<file path="src/rtl/overlay_update_scheduler_pkg.sv">
// Shared types and constants for the overlay update scheduler.
package overlay_sched_pkg;

    localparam int unsigned CHAR_W = 8;
    localparam logic [CHAR_W-1:0] SPACE_CHAR = 8'h20;

    typedef enum logic [2:0] {
        IDLE,
        WAIT_FRAME,
        LATCH,
        ISSUE,
        WAIT_DONE
    } state_t;

    // Index width for n sources; a single source still needs one bit.
    function automatic int unsigned idx_width(input int unsigned n);
        return (n > 1) ? $clog2(n) : 1;
    endfunction

endpackage

</file>
<file path="src/rtl/overlay_update_scheduler_if.sv">
// Request/string/overlay handshake bundle between sources, scheduler and overlay.
interface overlay_update_scheduler_if #(
    parameter int unsigned NUM_REQ  = 2,
    parameter int unsigned NUM_CHAR = 13
);
    import overlay_sched_pkg::*;

    logic [NUM_REQ-1:0]               i_req;
    logic [NUM_REQ*NUM_CHAR*CHAR_W-1:0] i_strings;
    logic                             i_nf;
    logic                             i_wr_completed;
    logic [NUM_CHAR*CHAR_W-1:0]       o_characters;
    logic                             o_wr_ready;
    logic [NUM_REQ-1:0]               o_gnt;
    logic [NUM_REQ-1:0]               o_done;
    logic                             o_busy;
    logic                             o_video_hold;
    logic                             o_timeout;

    // Scheduler side.
    modport slave (
        input  i_req, i_strings, i_nf, i_wr_completed,
        output o_characters, o_wr_ready, o_gnt, o_done, o_busy, o_video_hold, o_timeout
    );

    // Sources / overlay / timing side.
    modport master (
        output i_req, i_strings, i_nf, i_wr_completed,
        input  o_characters, o_wr_ready, o_gnt, o_done, o_busy, o_video_hold, o_timeout
    );

endinterface

</file>
<file path="src/rtl/overlay_update_scheduler_rr_arbiter.sv">
// Combinational round-robin picker: first set request at or after the pointer.
module rr_arbiter
    import overlay_sched_pkg::*;
#(
    parameter int unsigned N     = 2,
    parameter int unsigned IDX_W = idx_width(N)
) (
    input  logic [N-1:0]     i_req,
    input  logic [IDX_W-1:0] i_ptr,
    output logic [N-1:0]     o_gnt,
    output logic [IDX_W-1:0] o_idx
);

    logic [IDX_W-1:0] w_pos;
    logic             w_found;

    // Scan from the pointer, wrapping modulo N, and take the first hit.
    always_comb begin
        o_gnt   = '0;
        o_idx   = '0;
        w_pos   = '0;
        w_found = 1'b0;
        for (int unsigned k = 0; k < N; k++) begin
            w_pos = IDX_W'((32'(i_ptr) + k) % N);
            if (!w_found && i_req[w_pos]) begin
                o_gnt[w_pos] = 1'b1;
                o_idx        = w_pos;
                w_found      = 1'b1;
            end
        end
    end

endmodule

</file>
<file path="src/rtl/overlay_update_scheduler.sv">
// Arbitrates string sources and commits one string per frame into the overlay buffer.
module overlay_update_scheduler
    import overlay_sched_pkg::*;
#(
    parameter int unsigned NUM_REQ        = 2,
    parameter int unsigned NUM_CHAR       = 13,
    parameter int unsigned TIMEOUT_CYCLES = 4096
) (
    input  logic                     i_clk,
    input  logic                     i_reset,
    overlay_update_scheduler_if.slave bus
);

    localparam int unsigned PTR_W   = idx_width(NUM_REQ);
    localparam int unsigned TIMER_W = $clog2(TIMEOUT_CYCLES + 1);
    localparam int unsigned STR_W   = NUM_CHAR * CHAR_W;

    state_t               r_state, w_state_d;
    logic [PTR_W-1:0]     r_ptr, w_ptr_d;
    logic [PTR_W-1:0]     r_gnt_idx, w_gnt_idx_d;
    logic [NUM_REQ-1:0]   r_gnt, w_gnt_d;
    logic [STR_W-1:0]     r_chars, w_chars_d;
    logic                 r_hold, w_hold_d;
    logic                 r_timeout, w_timeout_d;
    logic [TIMER_W-1:0]   r_timer, w_timer_d;
    logic                 r_wr_comp_q;

    logic [NUM_REQ-1:0]   w_arb_gnt;
    logic [PTR_W-1:0]     w_arb_idx;
    logic [PTR_W-1:0]     w_ptr_next;
    logic [NUM_REQ-1:0]   w_done;
    logic                 w_complete;
    logic                 w_req_granted;
    logic [STR_W-1:0]     w_str [NUM_REQ];

    for (genvar g = 0; g < NUM_REQ; g++) begin : g_str
        assign w_str[g] = bus.i_strings[g*STR_W +: STR_W];
    end

    rr_arbiter #(
        .N     (NUM_REQ),
        .IDX_W (PTR_W)
    ) u_arb (
        .i_req (bus.i_req),
        .i_ptr (r_ptr),
        .o_gnt (w_arb_gnt),
        .o_idx (w_arb_idx)
    );

    // Only a rising edge counts; a level already high at ISSUE never completes.
    assign w_complete    = bus.i_wr_completed & ~r_wr_comp_q;
    assign w_req_granted = |(bus.i_req & r_gnt);
    assign w_ptr_next    = (r_gnt_idx == PTR_W'(NUM_REQ - 1)) ? '0 : r_gnt_idx + 1'b1;

    // Next-state and transaction bookkeeping.
    always_comb begin
        w_state_d   = r_state;
        w_ptr_d     = r_ptr;
        w_gnt_idx_d = r_gnt_idx;
        w_gnt_d     = r_gnt;
        w_chars_d   = r_chars;
        w_hold_d    = r_hold;
        w_timeout_d = r_timeout;
        w_timer_d   = r_timer;
        w_done      = '0;
        unique case (r_state)
            IDLE: begin
                if (|bus.i_req) begin
                    w_gnt_d     = w_arb_gnt;
                    w_gnt_idx_d = w_arb_idx;
                    // The very first load skips the frame wait: video is still held.
                    w_state_d   = r_hold ? LATCH : WAIT_FRAME;
                end
            end
            WAIT_FRAME: begin
                // Request drop wins over a coincident frame pulse.
                if (!w_req_granted) begin
                    w_gnt_d   = '0;
                    w_state_d = IDLE;
                end else if (bus.i_nf) begin
                    w_state_d = LATCH;
                end
            end
            LATCH: begin
                w_chars_d = w_str[r_gnt_idx];
                w_state_d = ISSUE;
            end
            ISSUE: begin
                w_timer_d = '0;
                w_state_d = WAIT_DONE;
            end
            WAIT_DONE: begin
                if (w_complete) begin
                    w_done    = r_gnt;
                    w_hold_d  = 1'b0;
                    w_ptr_d   = w_ptr_next;
                    w_gnt_d   = '0;
                    w_state_d = IDLE;
                end else if (r_timer == TIMER_W'(TIMEOUT_CYCLES - 1)) begin
                    w_done      = r_gnt;
                    w_timeout_d = 1'b1;
                    w_ptr_d     = w_ptr_next;
                    w_gnt_d     = '0;
                    w_state_d   = IDLE;
                end else if (r_timer != '1) begin
                    w_timer_d = r_timer + 1'b1;
                end
            end
            default: begin
                w_gnt_d   = '0;
                w_state_d = IDLE;
            end
        endcase
    end

    // State and datapath registers.
    always_ff @(posedge i_clk or posedge i_reset) begin
        if (i_reset) begin
            r_state     <= IDLE;
            r_ptr       <= '0;
            r_gnt_idx   <= '0;
            r_gnt       <= '0;
            r_chars     <= {NUM_CHAR{SPACE_CHAR}};
            r_hold      <= 1'b1;
            r_timeout   <= 1'b0;
            r_timer     <= '0;
            r_wr_comp_q <= 1'b0;
        end else begin
            r_state     <= w_state_d;
            r_ptr       <= w_ptr_d;
            r_gnt_idx   <= w_gnt_idx_d;
            r_gnt       <= w_gnt_d;
            r_chars     <= w_chars_d;
            r_hold      <= w_hold_d;
            r_timeout   <= w_timeout_d;
            r_timer     <= w_timer_d;
            r_wr_comp_q <= bus.i_wr_completed;
        end
    end

    assign bus.o_characters = r_chars;
    assign bus.o_wr_ready   = (r_state == ISSUE);
    assign bus.o_gnt        = r_gnt;
    // Acknowledge in the completion cycle so the source drops i_req before IDLE samples it.
    assign bus.o_done       = w_done;
    assign bus.o_busy       = (r_state != IDLE);
    assign bus.o_video_hold = r_hold;
    assign bus.o_timeout    = r_timeout;

endmodule

</file>
<file path="src/flat_wrapper.sv">
// flat-port wrapper written by rule: the top's interface ports become plain ports
module overlay_update_scheduler_flat import overlay_sched_pkg::*;
#(
    parameter int unsigned NUM_REQ        = 2,
    parameter int unsigned NUM_CHAR       = 13,
    parameter int unsigned TIMEOUT_CYCLES = 4096
)
  (i_clk, i_reset, bus_i_req, bus_i_strings, bus_i_nf, bus_i_wr_completed, bus_o_characters, bus_o_wr_ready, bus_o_gnt, bus_o_done, bus_o_busy, bus_o_video_hold, bus_o_timeout);
  overlay_update_scheduler_if #(.NUM_REQ(NUM_REQ), .NUM_CHAR(NUM_CHAR)) bus_i ();
  input  logic i_clk;
  input  logic i_reset;
  input wire logic [$bits(bus_i.i_req)-1:0] bus_i_req;
  input wire logic [$bits(bus_i.i_strings)-1:0] bus_i_strings;
  input wire logic [$bits(bus_i.i_nf)-1:0] bus_i_nf;
  input wire logic [$bits(bus_i.i_wr_completed)-1:0] bus_i_wr_completed;
  output wire logic [$bits(bus_i.o_characters)-1:0] bus_o_characters;
  output wire logic [$bits(bus_i.o_wr_ready)-1:0] bus_o_wr_ready;
  output wire logic [$bits(bus_i.o_gnt)-1:0] bus_o_gnt;
  output wire logic [$bits(bus_i.o_done)-1:0] bus_o_done;
  output wire logic [$bits(bus_i.o_busy)-1:0] bus_o_busy;
  output wire logic [$bits(bus_i.o_video_hold)-1:0] bus_o_video_hold;
  output wire logic [$bits(bus_i.o_timeout)-1:0] bus_o_timeout;
  assign bus_i.i_req = bus_i_req;
  assign bus_i.i_strings = bus_i_strings;
  assign bus_i.i_nf = bus_i_nf;
  assign bus_i.i_wr_completed = bus_i_wr_completed;
  assign bus_o_characters = bus_i.o_characters;
  assign bus_o_wr_ready = bus_i.o_wr_ready;
  assign bus_o_gnt = bus_i.o_gnt;
  assign bus_o_done = bus_i.o_done;
  assign bus_o_busy = bus_i.o_busy;
  assign bus_o_video_hold = bus_i.o_video_hold;
  assign bus_o_timeout = bus_i.o_timeout;
  overlay_update_scheduler #(.NUM_REQ(NUM_REQ), .NUM_CHAR(NUM_CHAR), .TIMEOUT_CYCLES(TIMEOUT_CYCLES)) u_core (.i_clk(i_clk), .i_reset(i_reset), .bus(bus_i));
endmodule
</file>
<file path="config.mk">
export PLATFORM = sky130hd
export DESIGN_NAME = overlay_update_scheduler_flat
export DESIGN_NICKNAME = d
export VERILOG_FILES = /design/src/rtl/overlay_update_scheduler_pkg.sv /design/src/rtl/overlay_update_scheduler_if.sv /design/src/rtl/overlay_update_scheduler_rr_arbiter.sv /design/src/rtl/overlay_update_scheduler.sv /design/src/flat_wrapper.sv
export SDC_FILE = /design/constraint.sdc
export NUM_CORES = 1
export LEC_CHECK = 0
export CAP_MARGIN = 20
export CORE_AREA = 2 2 126 128
export DETAILED_ROUTE_END_ITERATION = 8
export DIE_AREA = 0 0 128 130
export GPL_ROUTABILITY_DRIVEN = 1
export PLACE_DENSITY = 0.81
export SYNTH_ARGS = -nofsm -noshare
export SYNTH_HDL_FRONTEND = slang
export SYNTH_HIERARCHICAL = 1
export SYNTH_SLANG_ARGS = --single-unit
</file>
<file path="constraint.sdc">
create_clock -name i_clk -period 5.9 [get_ports i_clk]
set_input_delay 0.885 -clock i_clk [delete_from_list [all_inputs] [get_ports i_clk]]
set_output_delay 0.885 -clock i_clk [all_outputs]
set_load 0.01 [all_outputs]
</file>
==> results of run 1 <==
-- report_power, final --
part           switching [uW]  internal (uW)
Clock                     373            652
Sequential                236           1240
Combinational             927           1070
Total                    1540           2970
-- worst paths after layout --
path	cells after the start	from	endpoint
setup / recovery	6	u_core/r_timer[0]$_DFFE_PP0P_	bus_o_done[0]
hold / removal	1	u_core/bus.o_timeout$_DFFE_PP0P_	u_core/bus.o_timeout$_DFFE_PP0P_
setup reg to reg	4	u_core/r_state[0]$_DFFE_PP0P_	u_core/r_timer[10]$_DFFE_PP0P_
hold reg to reg	1	u_core/bus.o_timeout$_DFFE_PP0P_	u_core/bus.o_timeout$_DFFE_PP0P_
max in group asynchronous	3	i_reset	u_core/bus.o_characters[92]$_DFFE_PP0N_
min in group asynchronous	2	i_reset	u_core/bus.o_characters[80]$_DFFE_PP0N_
-- per-layer routing --
| layer | track usage, % | vias up | share of wire (%) |
|---|---|---|---|
| met3 | 6.64 | 27 | 8.2 |
| li1 | - | 2657 | - |
| met1 | 23.7 | 2474 | 38 |
| met2 | 36.7 | 215 | 51 |
| met4 | 9.24 | 0 | 2.5 |
| met5 | 0 | - | 0 |
-- stage by stage --
stage,util (%),setup slack (ps),cells,hold WS (ps)
floorplan,-,1650,579,469
global placement,60.5,2550,1061,441
detailed placement,60.5,2510,1061,449
CTS,64.3,2130,1093,462
global route,64.6,1980,1095,493
finish,64.6,2140,1095,456
-- placed cells by master, fill, tap and decap left out, types with 3 or more instances in the layout --
cell                              synthesis  final
sky130_fd_sc_hd__a21oi_1                113    113
sky130_fd_sc_hd__a22o_1                   3      3
sky130_fd_sc_hd__and2_1                   3      3
sky130_fd_sc_hd__buf_4                    0      5
sky130_fd_sc_hd__clkbuf_16                0     17
sky130_fd_sc_hd__clkbuf_8                 0      3
sky130_fd_sc_hd__clkdlybuf4s50_1          0    325
sky130_fd_sc_hd__clkinv_2                 0      4
sky130_fd_sc_hd__clkinvlp_4               0      3
sky130_fd_sc_hd__dfrtp_1                113    112
sky130_fd_sc_hd__dfstp_2                 14     14
sky130_fd_sc_hd__inv_1                    6      5
sky130_fd_sc_hd__mux2i_1                109    109
sky130_fd_sc_hd__nand2_1                 10     10
sky130_fd_sc_hd__nand2b_1                 3      3
sky130_fd_sc_hd__nand3_1                  6      6
sky130_fd_sc_hd__nor2_1                 109    109
sky130_fd_sc_hd__nor3_1                   4      4
sky130_fd_sc_hd__nor4_1                   4      4
sky130_fd_sc_hd__o21ai_0                  3      3
sky130_fd_sc_hd__o31ai_1                  4      4
sky130_fd_sc_hd__or3_1                    3      3
sky130_fd_sc_hd__or4_1                    5      5
-- critical path: stages, from the launching register on --
cell and delay, ps:
sky130_fd_sc_hd__dfrtp_1 440, sky130_fd_sc_hd__ha_1 240, sky130_fd_sc_hd__nand3_1 160, sky130_fd_sc_hd__or4_1 600, sky130_fd_sc_hd__a21oi_1 300, sky130_fd_sc_hd__and2_1 180, sky130_fd_sc_hd__clkdlybuf4s50_1 540
-- cells in the mapped netlist, drive strengths merged, types with 2 or more instances --
cell type  number  area, um2
a211oi          2       15.0
a21boi          3       26.3
a21oi         113        566
a22o            3       26.3
and2            3       18.8
and3            2       12.5
buf            11       60.1
clkbuf         29        109
dfrtp         113       2830
dfstp          14        368
inv             6       22.5
mux2i         109       1090
nand2          10       37.5
nand2b          4       32.5
nand3           6       30.0
nand4           2       12.5
nor2          109        409
nor2b           2       12.5
nor3            4       20.0
nor3b           2       15.0
nor4            4       25.0
o21ai           3       15.0
o21bai          2       15.0
o31ai           4       30.0
or3             3       18.8
or4             5       37.5
-- sequential cells by signal, indices dropped and copies added, names as in the netlist, 2 cells and up --
| name | count |
|---|---|
| u_core/r_timer | 13 |
| u_core/bus.o_gnt | 2 |
| u_core/r_state | 3 |
| u_core/bus.o_characters | 104 |
-- layout make-up --
class	count	area, um2	area share, %
Clock buffer	22	474	4.76
Clock inverter	10	111	1.12
Inverter	6	25.0	0.251
Multi-Input combinational cell	406	2570	25.8
Sequential cell	127	3200	32.1
Tap cell	192	240	2.41
Timing Repair Buffer	332	3350	33.6
-- kinds of logic after synthesis --
group	count (synthesis)	synth area share [%]
flops	127	53.7
fa+ha+maj	1	0.210
compound gates	134	12.2
mux	110	18.5
buf+inv	46	3.21
simple gates	161	12.2
==> summary.md, run 1 <==
The run finished with clean final reports. The required time at the worst-slack endpoint came out at 5020 ps. The first global-routing pass estimated 26,900 um of wire. The fraction of synthesis flops using an asynchronous set or reset pin was 100%. The ratio of final minimum period to clock period was 63.7%. The width of the die was 128 um. The number of nets handed over by synthesis was 794. Relative to the synthesized area, the layout overhead comes to 67.4%.

The congestion estimate from routability-driven global placement came to 0.800. Across the run, the number of max-cap violations was 0. The share of post-route cells with drive strength above 1 is 6.31%. The worst setup path is captured at an output pin. The worst hold path belongs to the class reg2reg.

The clock net in this run drives a total of 127 sinks. After floorplanning, the core was divided into 46 placement rows. The run gives 13,400 um as the half-perimeter wire length of the detailed placement result. STA puts the critical path data arrival time at 2870 ps. The via count of the first global-routing pass came out at 5,189.

The clock period minus final worst setup slack is 3760 ps. The top-level I/O count was 326; the quantity of gates resized following cts was 0. The count of final hold-check violations is 0, and the mean area per synthesized cell is 10.3 um2. Summing internal, switching and leakage power gives 4500 uW. Primary flip-flop cell chosen by synthesis mapping: sky130_fd_sc_hd__dfrtp_1. The run gives 0 ps as the setup TNS. Before antenna repair, the detailed router went through 4 iterations. Post-detailed-placement cell area: 9330 um2. The post-CTS setup repair buffer count is 0, and the leakage power total is 0.00418 uW. The logs give 0 for the initial antenna violation count and 34.0% for the worst-case headroom to the max-slew limit.

The total via count after detailed routing is 5,373. During placement, the flow inserted port buffers numbering 325. In this run the clock root is driven by a sky130_fd_sc_hd__clkbuf_16. The count of flip-flops with a built-in enable after synthesis was 0; the count of filler cells inserted in the layout was 1,264. Setup repair after global routing left no endpoint under its margin. Overall die area: 16,600 um2. For this design, the CTS-stage hold fixing added 0 buffers.

For the detailed router's first-iteration violation count, the log shows 327. The total overflow left after global routing is 0. Setup violations remaining at the end of the flow were counted as 0. The tools report the TritonCTS buffer count as 17. The final layout contains 1,105 nets.

TritonCTS built the clock tree. For this run, design rule violations remaining after detail routing come to 0. Counting flops and latches in the post-synthesis netlist gives 127. The floorplan step defined a core boundary enclosing 15,400 um2. For the worst-skew pair, the clock arrives at the later sink with an insertion delay of 410 ps. The synthesized netlist cell count came out at 579. The number of max-slew violations in the final report is 0, and the clock transition at the register clock pins on the worst setup and hold paths after CTS is 50 ps.

The initial utilization of the core area, before any placement, comes to 38.6%. Number of diodes added for antenna fixing: 0. The transition at the pin with the smallest max-transition slack is 989 ps, and the count of synthesis-stage warnings from yosys is 6. The synthesized netlist occupies a cell area of 5950 um2. The share of the Yosys chip area taken by registers is 53.7%.

For this design the ratio of total power to cell area is 452 nW/um2. The type of element launching the critical path was a flip-flop. The clock tree synthesis step divided the H-tree into 4 levels. The post-route cell area is 9970 um2. In this run the worst path has a maximum fanout of 6. The number of different library cells used by synthesis comes to 41. The combined global-route utilization of all metal layers came out at 21.0%.

The worst-case IR drop observed on VDD is 0.000215 V. The maximum clock insertion buffer count came out at 2. Entering global routing, the biggest net connects 109 pins.

Dividing the detail-routed wire length by the instance count gives 16.5 um. Based on the critical path, the design can be clocked at up to 266 MHz. In this run the remaining antenna-violating nets after routing total 0. The total routed wirelength was 18,100 um.

The setup slack on the worst flop-to-flop path was 3750 ps; the y dimension of the die was 130 um. In the routed layout, each cell is associated on average with a via count of 4.91. The critical path is of the reg2out type. On the final layout, the worst clock skew is 7.06 ps.
No activity file was read; power rests on OpenSTA's default activity.
==> inputs of run 2 (changes only) <==
CORE_AREA = not set   (was 2 2 126 128)
CORE_UTILIZATION = 39   (was not set)
DIE_AREA = not set   (was 0 0 128 130)
clock period = 3.5 ns   (was 5.9 ns; I/O delays follow)
==> run 2 against run 1 <==
  * Cell count down 0.55%
  * Clock skew up 1.4 ps
  * Die area down 5.2%
  * Hold slack worse by 1.8 ps
  * Critical endpoint is now bus_o_done[1]
  * Worst setup slack worse by 1900 ps
  * Combinational power up 65%
  * Cell area up 0.31%
  * Non-clock buffer count up 2
  * Sequential cell count unchanged
  * First-iteration DRC count up 3.1%
  * The run now ends with design-rule violations left
==> summary.md, run 2 (same netlist as run 1, synthesis figures left out) <==
The number of violations of the max-capacitance limit is 0. Dividing total power by cell area gives a power density of 765 nW/um2. Counting along the longest clock path gives a buffer depth of 2. The most critical setup path has its startpoint at u_core/r_timer[0]$_DFFE_PP0P_.

The logs give 0 for the initial antenna violation count and 15,800 um2 for the overall die area. The cell depth of the worst flop-to-flop path is 4. The floorplan step set the die width to 126 um.

The tools report the number of max-slew violations in the final report as 0. The y dimension of the die is 126 um. The number of flip-flops in the largest register works out to 104. After clock tree synthesis, the clock-pin slew on the worst setup and hold paths is 60 ps. In this run the critical register-to-register path is captured at u_core/r_timer[10]$_DFFE_PP0P_. At the worst endpoint, the arrival time is 2720 ps. The flow ran to the end, but the final reports show violations. The routed via count divided by cell count is 5.01.

Dividing the final minimum period by the clock period gives 92.6%. At the pin with the least slew margin, the transition time is 867 ps. The worst register-to-register path has a setup slack of 1410 ps. For the count of filler cells inserted in the layout, the log shows 1,175.

Buffers inserted to repair hold after CTS numbered 0. STA classifies the critical path endpoint as an output pin. The worst path needs 3240 ps of the cycle, external delays included.

H-tree depth reported by CTS: 4. The worst-case headroom to the max-slew limit is 42.0%, and the insertion delay to the later sink of the worst-skew pair is 410 ps. After the last flow step, the layout net total stands at 1,107. The run gives 127 as the clock net sink count. The worst hold path belongs to the class reg2reg.

Worst clock skew: 8.50 ps. For this run, the detailed router's first-pass iteration total came to 9. TritonCTS built the clock tree.

After detailed routing, the number of remaining DRC violations is 23. The effective utilization at floorplan is 40.5%, and the growth of design area from synthesis to finish is 67.9%. The total via count after detailed routing was 5,458; the count of standard-cell rows was 44.

The run gives 0.00419 uW as the leakage power total. For the required time at the worst-slack endpoint, the log shows 2970 ps. The worst setup path is launched from a flip-flop. The count of final hold-check violations is 0, and the post-route cell area is 10000 um2.

The total buffers and inverters traversed by the critical path is 1, and the count of final setup violators is 0. Depth of the worst hold-timing path: 1. Among all stages on the critical path, the largest delay is contributed by sky130_fd_sc_hd__or4_1. TritonCTS created 17 clock buffers. Entering global routing, the biggest net connects 135 pins. After detailed routing, the average wire length per cell comes to 16.8 um. In the layout the commonest cells are sky130_fd_sc_hd__clkdlybuf4s50_1 (325), sky130_fd_sc_hd__a21oi_1 (112), sky130_fd_sc_hd__dfrtp_1 (112). The routed design has 18,300 um of wire.

Buffers added to address setup during post-CTS repair amount to 0. Largest driver fanout on the critical path: 6. The critical path crosses 6 cells after its start point.

For the detailed router's first-iteration violation count, the log shows 337. The number of placed cells counting well taps was 1,057. The count of non-filler cells in the finished layout was 1,089; the highest clock rate was 309 MHz. The core region is 14,700 um2.

The setup TNS is 0 ps, and the number of diodes added for antenna fixing is 0. The total area of multi-input combinational cells was 2580 um2. The last weighted congestion value of the routability-driven placer came out at 0.811. The largest single stage delay on the critical path is 600 ps. In the final layout, flip-flops and latches occupy 3200 um2. The post-detailed-placement cell area is 9400 um2. The worst-case hold path end point is u_core/bus.o_timeout$_DFFE_PP0P_. In this run the critical register-to-register path is launched from u_core/r_state[0]$_DFFE_PP0P_. The cell family contributing the most delay on the critical path is simple AND/OR/NAND/NOR gates. The via count of the first global-routing pass is 5,445. Leaving out fill and tap cells, the most frequent cell in the layout is sky130_fd_sc_hd__clkdlybuf4s50_1. The run gives 665 ps as the post-placement setup slack. The combined global-route utilization of all metal layers was 23.8%.

In this run the tool buffered the top-level ports with 325 buffer cells. The worst setup path is of the reg2out kind. The run gives 13,700 um as the half-perimeter wire length of the detailed placement result. The tools report the startpoint of the most critical hold path as u_core/bus.o_timeout$_DFFE_PP0P_. The first global-routing pass estimated 28,600 um of wire.

Setup repair after global routing left no endpoint under its margin. Clock root buffer: sky130_fd_sc_hd__clkbuf_16. The highest ir drop seen on vdd came out at 0.000330 V. Traced cell by cell, the critical path runs through ha_1, nand3_1, or4_1, a21oi_2, and2_1, clkdlybuf4s50_1.

Share of post-route cells with drive strength above 1: 6.19%. The checks that failed: design-rule violations. The total grt overflow came out at 0. Across all setup checks in the final design, the least slack found is 259 ps. During I/O placement, the number of pins put on the boundary was 326. Count of nets left with antenna violations after detail routing: 0.
-- run 2: worst max path at each step --
stage                    end  slack, ps
3_5_place_dp   bus_o_done[1]        670
5_1_grt        bus_o_done[1]         50
4_1_cts        bus_o_done[1]        140
2_1_floorplan  bus_o_done[0]       1300
6_report       bus_o_done[1]        260
3_3_place_gp   bus_o_done[0]        680
-- run 2: timing repair --
item,CTS,global route
resized for setup,0,1
hold endpoints to repair,0,0
endpoints found under the setup margin,0,2
-- run 2: area by class of cell --
cell class                 count  share of cell area, %
sequential                   127                   32.0
timing repair buffer         334                   33.7
clock inverter                 6                   1.08
multi-input combinational    406                   25.8
tap                          184                   2.30
clock buffer                  26                   4.89
inverter                       6                  0.263
-- run 2: metrics by stage --
stage               power (uW)  utilization [%]  hold slack, ps
finish                    7650             68.0             454
global route              8120             68.0             479
CTS                       7740             68.0             458
detailed placement        5910             63.9             449
global placement          5830             63.9             449
floorplan                 4220                -             469
-- run 2: where the power goes --
group	total [uW]	internal, uW	switching [uW]
Sequential	2570	2090	478
Clock	1780	1170	603
Combinational	3310	1820	1490
-- run 2: worst reg2reg max path: stages (launching register included) --
cell	delay, ps
sky130_fd_sc_hd__dfrtp_1	460
sky130_fd_sc_hd__or3b_1	510
sky130_fd_sc_hd__nor4_1	650
sky130_fd_sc_hd__and4b_1	290
sky130_fd_sc_hd__nor3_1	50
-- run 2: layer usage --
layer  routed length (um)  vias to the layer above  global-route usage [%]  share of wire (%)
met3                 1580                       41                    7.49                8.7
li1                     -                     2662                       -                  -
met1                 6840                     2531                    26.6                 37
met5                    0                        -                       0                  0
met2                 9150                      224                    41.0                 50
met4                  686                        0                    11.6                3.8
